[src/rtl/popcount_scheduler.sv]
`default_nettype none
// ============================================================================
// Module      : popcount_scheduler
// Description : Two-requester round-robin popcount engine built around a single
//               4-bit ones-counter that walks the accepted word a nibble per cycle.
// Revision    : 1.0
// ============================================================================
module popcount_scheduler #(
    parameter int WORD_W = 16
) (
    input  logic                         clk,
    input  logic                         rst,
    input  logic                         req0_valid,
    input  logic [WORD_W-1:0]            req0_data,
    output logic                         req0_ready,
    input  logic                         req1_valid,
    input  logic [WORD_W-1:0]            req1_data,
    output logic                         req1_ready,
    output logic                         res_valid,
    output logic [$clog2(WORD_W+1)-1:0]  res_count,
    output logic                         res_id,
    input  logic                         res_ready,
    output logic                         busy
);

    localparam int NIB   = WORD_W / 4;
    localparam int CNT_W = $clog2(WORD_W + 1);
    localparam int IDX_W = (NIB > 1) ? $clog2(NIB) : 1;

    localparam logic [1:0] S_IDLE  = 2'd0;
    localparam logic [1:0] S_COUNT = 2'd1;
    localparam logic [1:0] S_DONE  = 2'd2;

    logic [1:0]        r_state;
    logic [1:0]        w_state_nxt;
    logic [WORD_W-1:0] r_word;
    logic [CNT_W-1:0]  r_acc;
    logic [IDX_W-1:0]  r_idx;
    logic              r_last_grant;
    logic              r_res_valid;
    logic [CNT_W-1:0]  r_res_count;
    logic              r_res_id;

    logic              w_idle;
    logic              w_gnt0;
    logic              w_gnt1;
    logic              w_take;
    logic              w_last;
    logic [3:0]        w_nib;
    logic [2:0]        w_ones;
    logic [CNT_W-1:0]  w_sum;

    // Ties go to the requester that did not win last time.
    assign w_idle     = (r_state == S_IDLE);
    assign w_gnt0     = req0_valid & (~req1_valid | r_last_grant);
    assign w_gnt1     = req1_valid & (~req0_valid | ~r_last_grant);
    assign req0_ready = w_idle & ~rst & w_gnt0;
    assign req1_ready = w_idle & ~rst & w_gnt1;
    assign w_take     = req0_ready | req1_ready;

    // The one shared nibble ones-counter.
    assign w_nib  = r_word[{r_idx, 2'b00} +: 4];
    assign w_ones = 3'(w_nib[0]) + 3'(w_nib[1]) + 3'(w_nib[2]) + 3'(w_nib[3]);
    assign w_sum  = r_acc + CNT_W'(w_ones);
    assign w_last = (r_idx == IDX_W'(NIB - 1));

    always_comb begin
        w_state_nxt = r_state;
        case (r_state)
            S_IDLE:  if (w_take)    w_state_nxt = S_COUNT;
            S_COUNT: if (w_last)    w_state_nxt = S_DONE;
            S_DONE:  if (res_ready) w_state_nxt = S_IDLE;
            default:                w_state_nxt = S_IDLE;
        endcase
    end

    always_ff @(posedge clk) begin
        if (rst) begin
            r_state <= S_IDLE;
        end else begin
            r_state <= w_state_nxt;
        end
    end

    always_ff @(posedge clk) begin
        if (rst) begin
            r_word       <= '0;
            r_acc        <= '0;
            r_idx        <= '0;
            r_last_grant <= 1'b1;
            r_res_valid  <= 1'b0;
            r_res_count  <= '0;
            r_res_id     <= 1'b0;
        end else begin
            case (r_state)
                S_IDLE: begin
                    if (w_take) begin
                        r_word       <= req1_ready ? req1_data : req0_data;
                        r_res_id     <= req1_ready;
                        r_last_grant <= req1_ready;
                        r_acc        <= '0;
                        r_idx        <= '0;
                    end
                end
                S_COUNT: begin
                    r_acc <= w_sum;
                    r_idx <= r_idx + IDX_W'(1);
                    if (w_last) begin
                        r_res_valid <= 1'b1;
                        r_res_count <= w_sum;
                    end
                end
                S_DONE: begin
                    if (res_ready) begin
                        r_res_valid <= 1'b0;
                    end
                end
                default: begin
                    r_res_valid <= 1'b0;
                end
            endcase
        end
    end

    assign res_valid = r_res_valid;
    assign res_count = r_res_count;
    assign res_id    = r_res_id;
    assign busy      = ~w_idle;

endmodule
`default_nettype wire
[config.mk]
export PLATFORM = sky130hd
export DESIGN_NAME = popcount_scheduler
export DESIGN_NICKNAME = d
export VERILOG_FILES = /design/src/rtl/popcount_scheduler.sv
export SDC_FILE = /design/constraint.sdc
export NUM_CORES = 1
export LEC_CHECK = 0
export ABC_AREA = 1
export CORE_MARGIN = 2
export CORE_UTILIZATION = 49
export DETAILED_ROUTE_END_ITERATION = 10
export GPL_TIMING_DRIVEN = 0
export PLACE_DENSITY = 0.87
export SKIP_LAST_GASP = 1
export SYNTH_ARGS = -nofsm -noshare
export SYNTH_HDL_FRONTEND = slang
export SYNTH_SLANG_ARGS = --single-unit
[constraint.sdc]
create_clock -name clk -period 2.9 [get_ports clk]
set_input_delay 0.58 -clock clk [delete_from_list [all_inputs] [get_ports clk]]
set_output_delay 0.58 -clock clk [all_outputs]
set_load 0.01 [all_outputs]
==> results.cfg <==
[finish]
final_layout_size_suffix_gt1_share_pct = 9.57
synthToLayoutAreaGrowth_pct = 34.7
final_util_pct = 68.2
nNetsFinal = 344
fin_area_um2 = 2480
final_cells = 351
nFillCells = 326
seq_area_um2 = 661
multiInputGateArea_um2 = 1000
diodes = 0

[power]
switchingPower_mw = 0.318
p_leak_nw = 1.00
ir_drop_uv = 278
pwr-share-clk_pct = 33.4
power.density_nw_per_um2 = 458
switching_share_pct = 28.0
seqPwrFrac_pct = 43.4
p_comb_share_pct = 23.1
internal_power_mw = 0.818

[logic_synthesis]
synth_area_um2 = 1840
yosysTopAreaCell = dfxtp_1
synth_cell_types = 29
synth_edf_count = 0
syn_avg_cell_area_um2 = 7.42
synthFlopType = dfxtp_1
synthTopCellsByArea = dfxtp_1, nand2_1, a21oi_1
synth-seq-area-share_pct = 35.9
async_flop_share_pct = 0
synthCells = 248
synth_fp_nets = 290
synth-seq-cells = 33
yosysTopAreaCellShare_pct = 35.9
yosysWarnings = 0

[worst_hold_path]
worst_hold_startpoint = res_count[0]
min_path_type = register to register
holdPathEnd = res_count[0]
whs_path_depth = 2

[cts]
cts.htree.levels = 2
clk_path_buf_depth = 2
hold_buffers = 0
cts_tree = built
cts_sinks = 33
cts_buffers = 5
clk_latency_ns = 0.29
clockRootBuffer = clkbuf_8
clk_pin_slew_worst_paths_ns = 0.06

[critical_path]
startpoint_type = primary input
cp_max_fo = 10
reg2regPathDepth = 11
cp.required_ns = 2.32
r2r-end = r_acc[2]
worst_ep_arrival_time_ns = 2.16
r2r_slack_ns = 0.21
cp-startpoint = req1_valid
critPathCaptureType = primary output
critPathKind = primary input to primary output
rr_startpoint = r_idx[0]

[placed_design]
portBuffers = 46
dp_cells = 342
placed_cell_area_um2 = 2360
dp_hpwl_um = 2910
gp_congestion = 0.874
post-place-ws_ns = 0.0159

[drt]
dr_total_vias = 1720
drt_iter0_markers = 71
finalWirelength_um = 3780
antenna_left = 0
first_pass_iters = 4
avgViaCountPerCell = 4.90
wl_per_cell_um = 10.8
drc = 0

[die]
rows = 22
initial_core_util_pct = 50.7
ios = 47
design.core.area_um2 = 3630
die_area_um2 = 4260
chipHeight_um = 65.3
die_w_um = 65.3

[status]
status = complete, no violations

[sta]
slew_headroom_pct = 65.3
final-setup-viol-count = 0
max_freq_ghz = 0.365
min_period_ns = 2.74
fin_skew_ns = 0.00697
slew_violations = 0
tightest_slew_ns = 0.520
rsz0062_at_grt = no
hold_viol_final = 0
fin_ws_ns = 0.161
finalCritPeriodShare_pct = 94.5
tns_ns = 0

[global_route]
grt_pass1_wl_um = 6770
antenna_found_initial = 0
grt_pass1_vias = 1609
gr-total-overflow = 0
grt_start_max_net_pins = 11
grt_use_total_pct = 20.1

[run]
max_cap_violations = 0
-- power by group through the flow --
stage                     registers [mW]  logic (mW)  clock network [mW]
after floorplan                    0.500       0.170                   0
after global placement             0.503       0.255                   0
after detailed placement           0.504       0.262                   0
after CTS                          0.494       0.263               0.387
after global routing               0.496       0.299               0.406
final                              0.494       0.263               0.380
-- state kept, by name, indices dropped and copies added (netlist names) --
register	count
res_valid	1
res_id	1
r_state	2
r_idx	2
res_count	5
r_word	16
r_last_grant	1
r_acc	5
-- final cells by class --
class,instances,area share (%)
inverter,31,4.69
timing repair buffer,47,18.9
clock inverter,1,0.202
clock buffer,7,3.89
tap,48,2.42
sequential,33,26.7
multi-input combinational,174,40.5
buffer,10,2.73
-- stage by stage --
stage	total power, mW	hold slack, ns
after floorplan	0.670	0.440
after global placement	0.759	0.448
after detailed placement	0.766	0.459
after CTS	1.14	0.467
after global routing	1.20	0.483
final	1.14	0.463
-- synthesized netlist by cell type (3+ instances only) --
library cell	n
nor2_4	4
inv_1	29
o21ai_0	7
a21oi_1	30
dfxtp_1	33
fa_1	3
o21bai_1	16
buf_6	3
nor2_1	5
nand2_1	64
nand3_1	26
clkbuf_1	4
-- cell families after synthesis --
family                   Yosys count  synth area share, %
flip-flops                        33                 35.9
adder cells (fa/ha/maj)            5                 4.62
XOR/XNOR                           2                0.952
buffers and inverters             41                 9.92
AO/OA/AOI/OAI                     61                 20.3
AND/OR/NAND/NOR                  106                 28.3
-- worst max-delay path by stage --
| stage | endpoint | cells past startpoint | slack [ns] |
|---|---|---|---|
| 3_5_place_dp | req1_ready | 5 | 0.02 |
| 4_1_cts | req1_ready | 5 | 0.009 |
| 2_1_floorplan | r_acc[2] | 11 | 0.32 |
| 5_1_grt | r_acc[4] | 12 | 0.001 |
| 6_report | req1_ready | 5 | 0.16 |
| 3_3_place_gp | req1_ready | 5 | 0.04 |
-- cells in the final DEF (no fill, tap or decap) --
master / Yosys / routed
nand4_1: 1 / 1
nand2_8: 1 / 1
o21ai_1: 1 / 2
clkdlybuf4s50_1: 0 / 46
nor2_4: 4 / 4
a21oi_1: 30 / 30
o21ai_0: 7 / 6
nand3b_1: 1 / 1
o21a_1: 1 / 1
inv_1: 29 / 29
fa_1: 3 / 3
xnor2_1: 2 / 1
nand3_1: 26 / 26
xnor2_2: 0 / 1
buf_4: 1 / 2
o22ai_1: 2 / 2
ha_1: 2 / 2
nor2_8: 2 / 2
o21bai_1: 16 / 16
nand2_1: 64 / 64
clkbuf_8: 0 / 7
or2_2: 1 / 1
o211ai_1: 1 / 1
inv_2: 2 / 2
nor2_1: 5 / 5
a32o_1: 2 / 2
buf_2: 2 / 2
clkbuf_2: 0 / 1
dfxtp_1: 33 / 33
a21oi_4: 1 / 1
clkinv_2: 0 / 1
buf_6: 3 / 3
nand2_2: 1 / 1
clkbuf_1: 4 / 3
-- critical path, stage by stage --
cell and delay [ns]:
clkdlybuf4s50_1 0.52, nand2_2 0.20, nor2_8 0.15, buf_4 0.17, clkdlybuf4s50_1 0.55
-- timing repair --
action                     4_1_cts  5_1_grt
setup endpoints to repair        0        5
hold endpoints to repair         0        0
gates resized for setup          0        4
setup buffers                    0        1
-- layer usage --
layer  vias to the layer above  part of all wire, %  GRT usage (%)
met1                       752                   44           23.7
li1                        915                    -              -
met2                        47                   49           35.7
met4                         0                  1.2           5.73
met3                         6                  5.9           5.48
met5                         -                    0              0
No activity file was read; power rests on OpenSTA's default activity.
